[src/rtl/mips_pkg.sv]
// mips_pkg: shared fetch widths, reset PC and prefetch queue entry type
package mips_pkg;
  localparam int ADDR_W = 8;
  localparam int INST_W = 16;
  localparam logic [ADDR_W-1:0] RESET_PC = '0;
  typedef struct packed {
    logic [ADDR_W-1:0] pc;
    logic [INST_W-1:0] inst;
  } fetch_entry_t;
endpackage

[src/rtl/mips_fetch_fifo.sv]
// mips_fetch_fifo: DEPTH-entry synchronous prefetch FIFO with flush
// Ports: push_i/wdata_i write tail, pop_i drops head, flush_i empties,
// rdata_o is the head entry, count_o the occupancy; rst_n async active-low.
module mips_fetch_fifo
  import mips_pkg::*;
#(
  parameter int W     = $bits(fetch_entry_t),
  parameter int DEPTH = 4
) (
  input  logic                       clk,
  input  logic                       rst_n,
  input  logic                       push_i,
  input  logic                       pop_i,
  input  logic                       flush_i,
  input  logic [W-1:0]               wdata_i,
  output logic [W-1:0]               rdata_o,
  output logic [$clog2(DEPTH+1)-1:0] count_o
);
  localparam int AW = $clog2(DEPTH);
  localparam int CW = $clog2(DEPTH+1);
  logic [W-1:0] mem_q [DEPTH];
  logic [AW-1:0] wr_q, rd_q;
  logic [CW-1:0] count_q;
  always_ff @(posedge clk)
    if (push_i && !flush_i) mem_q[wr_q] <= wdata_i;
  always_ff @(posedge clk or negedge rst_n)
    if (!rst_n) begin
      wr_q    <= '0;
      rd_q    <= '0;
      count_q <= '0;
    end else if (flush_i) begin
      wr_q    <= '0;
      rd_q    <= '0;
      count_q <= '0;
    end else begin
      wr_q    <= push_i ? wr_q + AW'(1) : wr_q;
      rd_q    <= pop_i ? rd_q + AW'(1) : rd_q;
      count_q <= count_q + CW'(push_i) - CW'(pop_i);
    end
  assign rdata_o = mem_q[rd_q];
  assign count_o = count_q;
endmodule

[src/rtl/mips_fetch.sv]
// mips_fetch: instruction fetch stage with PC, memory request issue and prefetch queue
// Ports: O_inst_addr/O_inst_req read the instruction memory, I_inst returns one
// cycle later; I_redirect/I_redirect_pc retarget fetch and flush; O_valid/I_ready
// hand O_inst/O_pc to decode; rst async active-low.
module mips_fetch #(
  parameter int                ADDR_W   = mips_pkg::ADDR_W,
  parameter int                INST_W   = mips_pkg::INST_W,
  parameter int                DEPTH    = 4,
  parameter logic [ADDR_W-1:0] RESET_PC = ADDR_W'(mips_pkg::RESET_PC)
) (
  input  logic              clk,
  input  logic              rst,
  output logic [ADDR_W-1:0] O_inst_addr,
  output logic              O_inst_req,
  input  logic [INST_W-1:0] I_inst,
  input  logic              I_redirect,
  input  logic [ADDR_W-1:0] I_redirect_pc,
  output logic              O_valid,
  input  logic              I_ready,
  output logic [INST_W-1:0] O_inst,
  output logic [ADDR_W-1:0] O_pc
);
  localparam int CW = $clog2(DEPTH+1);
  localparam int EW = ADDR_W + INST_W;
  logic [ADDR_W-1:0] pc_q, pc_d, addr_q;
  logic inflight_q, inflight_d, push, pop;
  logic [CW-1:0] count;
  logic [CW:0] occ;
  logic [EW-1:0] head, hold_q, hold_d;
  // Occupancy counts the in-flight return so a full queue never overflows.
  // Gating with rst forces the strobes low the instant reset asserts.
  always_comb begin
    occ        = {1'b0, count} + (CW+1)'(inflight_q);
    O_inst_req = rst && !I_redirect && occ < (CW+1)'(DEPTH);
    O_valid    = rst && !I_redirect && count != '0;
    pop        = O_valid && I_ready;
    push       = inflight_q && !I_redirect;
    inflight_d = O_inst_req;
    pc_d       = I_redirect ? I_redirect_pc : O_inst_req ? pc_q + ADDR_W'(1) : pc_q;
    hold_d     = count != '0 ? head : hold_q;
  end
  always_ff @(posedge clk or negedge rst)
    if (!rst) begin
      pc_q       <= RESET_PC;
      addr_q     <= RESET_PC;
      inflight_q <= 1'b0;
      hold_q     <= '0;
    end else begin
      pc_q       <= pc_d;
      addr_q     <= pc_q;
      inflight_q <= inflight_d;
      hold_q     <= hold_d;
    end
  mips_fetch_fifo #(.W(EW), .DEPTH(DEPTH)) u_fifo (
    .clk    (clk),
    .rst_n  (rst),
    .push_i (push),
    .pop_i  (pop),
    .flush_i(I_redirect),
    .wdata_i({addr_q, I_inst}),
    .rdata_o(head),
    .count_o(count)
  );
  assign O_inst_addr    = pc_q;
  // An empty queue keeps showing the last head rather than stale FIFO storage.
  assign {O_pc, O_inst} = count != '0 ? head : hold_d;
endmodule

[config.mk]
export PLATFORM = sky130hd
export DESIGN_NAME = mips_fetch
export DESIGN_NICKNAME = d
export VERILOG_FILES = /design/src/rtl/mips_pkg.sv /design/src/rtl/mips_fetch_fifo.sv /design/src/rtl/mips_fetch.sv
export SDC_FILE = /design/constraint.sdc
export NUM_CORES = 1
export LEC_CHECK = 0
export CORE_ASPECT_RATIO = 1.75
export CORE_MARGIN = 2
export CORE_UTILIZATION = 50
export CTS_BUF_LIST = sky130_fd_sc_hd__clkbuf_16
export DETAILED_ROUTE_END_ITERATION = 16
export GPL_ROUTABILITY_DRIVEN = 0
export PLACE_DENSITY = 0.8
export SYNTH_ARGS = -nofsm -noshare
export SYNTH_HDL_FRONTEND = slang
export SYNTH_SLANG_ARGS = --single-unit
[constraint.sdc]
create_clock -name clk -period 5.1 [get_ports clk]
set_clock_uncertainty 0.15 [all_clocks]
set_input_delay 1.02 -clock clk [delete_from_list [all_inputs] [get_ports clk]]
set_output_delay 1.02 -clock clk [all_outputs]
set_load 0.005 [all_outputs]
==> out/results.ini <==
[sta]
finalCritPeriodShare_pct=75.0
final.setup.worst_slack_ns=1.28
final.min_clock_period_ns=3.82
tightest_slew_ns=1.14
finalHoldViolations=0
final-setup-viol-count=0
grt_setup_unrepaired=no
worst_slew_margin_rel_pct=23.7
achievable-frequency_mhz=261
fin_tns_setup_ns=0
finalMaxSlewViolations=0

[setup_path]
worst-r2r-setup-slack_ns=2.23
arrival_ns=2.65
rr_worst_depth=10
rr_startpoint=u_fifo.count_o[1]
timing.critical_path.from_type=register
critPathCaptureType=output port
critPathKind=register to output port
worst-endpoint-required_ns=3.93
critical_path.reg2reg.endpoint=u_fifo.count_o[2]
max_fo_critical_path=26

[final_layout]
design.final.nets=454
diodes_inserted=0
post_route_cells_drive_above_1_share_pct=15.2
layout.filler_cells=760
flow.area_growth_from_synthesis_pct=24.8
layout.cells.most_common=sky130_fd_sc_hd__edfxtp_1
most-common-layout-cells=96 x sky130_fd_sc_hd__edfxtp_1, 83 x sky130_fd_sc_hd__nand2_1, 60 x sky130_fd_sc_hd__clkdlybuf4s50_1

[route]
detail_route.drc_violations=0
detailed_route_via_count=3116
viasPerCell=5.57
avgRoutedWirePerCell_um=18.8
detailedRoute.firstPassIterationCount=4
drt_iter0_drc=200
final_antenna_net_count=0
route.final.wire_length_um=10500

[placed_design]
dp.final_hpwl_um=6210
buffer_ports.inserted=61
dp_slack_ns=1.53

[global_routing]
number_of_antenna_violations_at_the_first_check_in_global_routing=0
largest_net_degree_at_the_start_of_global_routing=57
via_count_of_the_first_global_routing_pass=3335
grt.overflow.total=0
global_route.usage.total_pct=18.8
global_route_wire_length_before_repair_um=16700

[flow_run]
drv_cap=0

[power]
totalPowerFinal_w=0.00326
peakVddDrop_mv=0.332
leakage_nw=2.60
p_per_area_nw_per_um2=472

[min_path]
class_of_the_tightest_hold_or_removal_check=register to register
timing.hold.worst.start=O_inst_addr[7]
worst_hold_path.endpoint=addr_q[7]
whs_path_depth=0

[yosys]
postSynthCellCount=344
netlist_area_um2=5540
synth_sequential_area_ratio_pct=73.7
mappedNetlistNets=381
ys_warn_count=0
ys_ff_latch=144
postSynthAreaPerCell_um2=16.1
ys_types=34

[clock_network]
clock-root-buffer=sky130_fd_sc_hd__clkbuf_16
clkSlewWorstSetupHoldPaths_ns=0.05
numCtsBuffers=17
tritoncts=yes
cts.repair_timing.setup_buffer_count=0
cts-resized-gates=0
number_of_h_tree_branching_levels=4
worstSkewPairLatency_ns=0.41
hold_buffer_count_at_cts=0
clockBufferDepth=2
cts_num_sinks=144

[floorplan]
core_area_um2=10800
die_w_um=83.6
core.rowCount=50
initial_util_pct=51.5
chipHeight_um=143
die_outline_area_um2=12000
pin_count=62

[status]
outcome=finished, final reports clean

-- layer usage --
| metal | wire, µm | GRT usage, % |
|---|---|---|
| met5 | 0 | 0 |
| met4 | 323 | 9.25 |
| met3 | 324 | 4.80 |
| met2 | 5750 | 34.0 |
| met1 | 4120 | 20.4 |
-- synthesized netlist by cell type --
library cell,number,share of area [%]
sky130_fd_sc_hd__o211ai_1,2,0.27
sky130_fd_sc_hd__a311o_1,1,0.18
sky130_fd_sc_hd__a2bb2oi_1,1,0.16
sky130_fd_sc_hd__nand2_1,83,5.6
sky130_fd_sc_hd__dfrtp_1,48,22
sky130_fd_sc_hd__o21ai_0,2,0.18
sky130_fd_sc_hd__o31ai_1,1,0.14
sky130_fd_sc_hd__or3_1,1,0.11
sky130_fd_sc_hd__or4_1,3,0.41
sky130_fd_sc_hd__nor3_1,4,0.36
sky130_fd_sc_hd__nor2_1,10,0.68
sky130_fd_sc_hd__a31oi_1,3,0.34
sky130_fd_sc_hd__inv_1,9,0.61
sky130_fd_sc_hd__mux4_2,24,9.8
sky130_fd_sc_hd__clkbuf_1,8,0.54
sky130_fd_sc_hd__nor4_1,2,0.23
sky130_fd_sc_hd__o221a_4,1,0.36
sky130_fd_sc_hd__nand3_1,6,0.54
sky130_fd_sc_hd__nand4_1,6,0.68
sky130_fd_sc_hd__buf_2,3,0.27
sky130_fd_sc_hd__a211o_1,2,0.32
sky130_fd_sc_hd__mux2i_1,1,0.18
sky130_fd_sc_hd__ha_1,8,1.8
sky130_fd_sc_hd__buf_1,3,0.20
sky130_fd_sc_hd__clkinv_1,1,0.068
sky130_fd_sc_hd__and2_1,5,0.56
sky130_fd_sc_hd__nor2b_1,2,0.23
sky130_fd_sc_hd__o221ai_1,1,0.16
sky130_fd_sc_hd__fa_1,1,0.36
sky130_fd_sc_hd__xnor2_1,2,0.32
sky130_fd_sc_hd__xor2_1,2,0.32
sky130_fd_sc_hd__or3_4,1,0.20
sky130_fd_sc_hd__edfxtp_1,96,52
sky130_fd_sc_hd__or3_2,1,0.14
-- worst max-delay path by stage --
stage,from,cells after the start,to
global route,u_fifo.rd_q[0],4,O_pc[7]
detailed placement,I_redirect,3,O_inst_req
CTS,u_fifo.rd_q[1],4,O_pc[7]
floorplan,I_redirect,10,u_fifo.count_o[2]
finish,u_fifo.rd_q[0],4,O_pc[7]
global placement,I_redirect,3,O_inst_req
-- registers in the layout (all words and copies together), names as in the netlist --
name and flops:
hold_q 24, O_inst_addr 8, u_fifo.mem_q 96, inflight_q 1, u_fifo.wr_q 2, u_fifo.count_o 3, u_fifo.rd_q 2, addr_q 8
-- through the flow --
stage	hold WS (ns)	instances	area, µm²	utilization [%]
2_1_floorplan	0.246	344	5540	-
3_3_place_gp	0.287	528	6310	58.7
3_5_place_dp	0.272	528	6310	58.7
4_1_cts	0.288	559	6910	64.2
5_1_grt	0.304	559	6910	64.2
6_report	0.286	559	6910	64.2
-- where the power goes --
| part | switching, W | internal, W |
|---|---|---|
| sequential | 0.0000691 | 0.00138 |
| clock | 0.000444 | 0.000806 |
| combinational | 0.000258 | 0.000310 |
-- cell type report --
type,count,area (µm²),share of cell area [%]
flip-flops and latches,144,4090,59.1
multi-input cells,176,1370,19.8
repair buffers,68,658,9.52
clock buffers,17,425,6.15
clock inverters,14,175,2.53
well taps,130,163,2.35
inverters,10,37.5,0.543
-- cells by family after synthesis --
group	after synthesis	synth area share [%]
adder cells (fa/ha/maj)	9	2.17
multiplexers	25	9.94
flip-flops	144	73.7
AND/OR/NAND/NOR	124	9.76
AO/OA/AOI/OAI	14	2.10
XOR/XNOR	4	0.632
buffers and inverters	24	1.69
-- worst max-delay path, stage by stage (launching register included) --
cell and delay [ns]:
sky130_fd_sc_hd__dfrtp_2 0.92, sky130_fd_sc_hd__mux4_2 0.61, sky130_fd_sc_hd__nand2_1 0.11, sky130_fd_sc_hd__nand2_1 0.09, sky130_fd_sc_hd__clkdlybuf4s50_1 0.47
No activity file was read; power rests on OpenSTA's default activity.
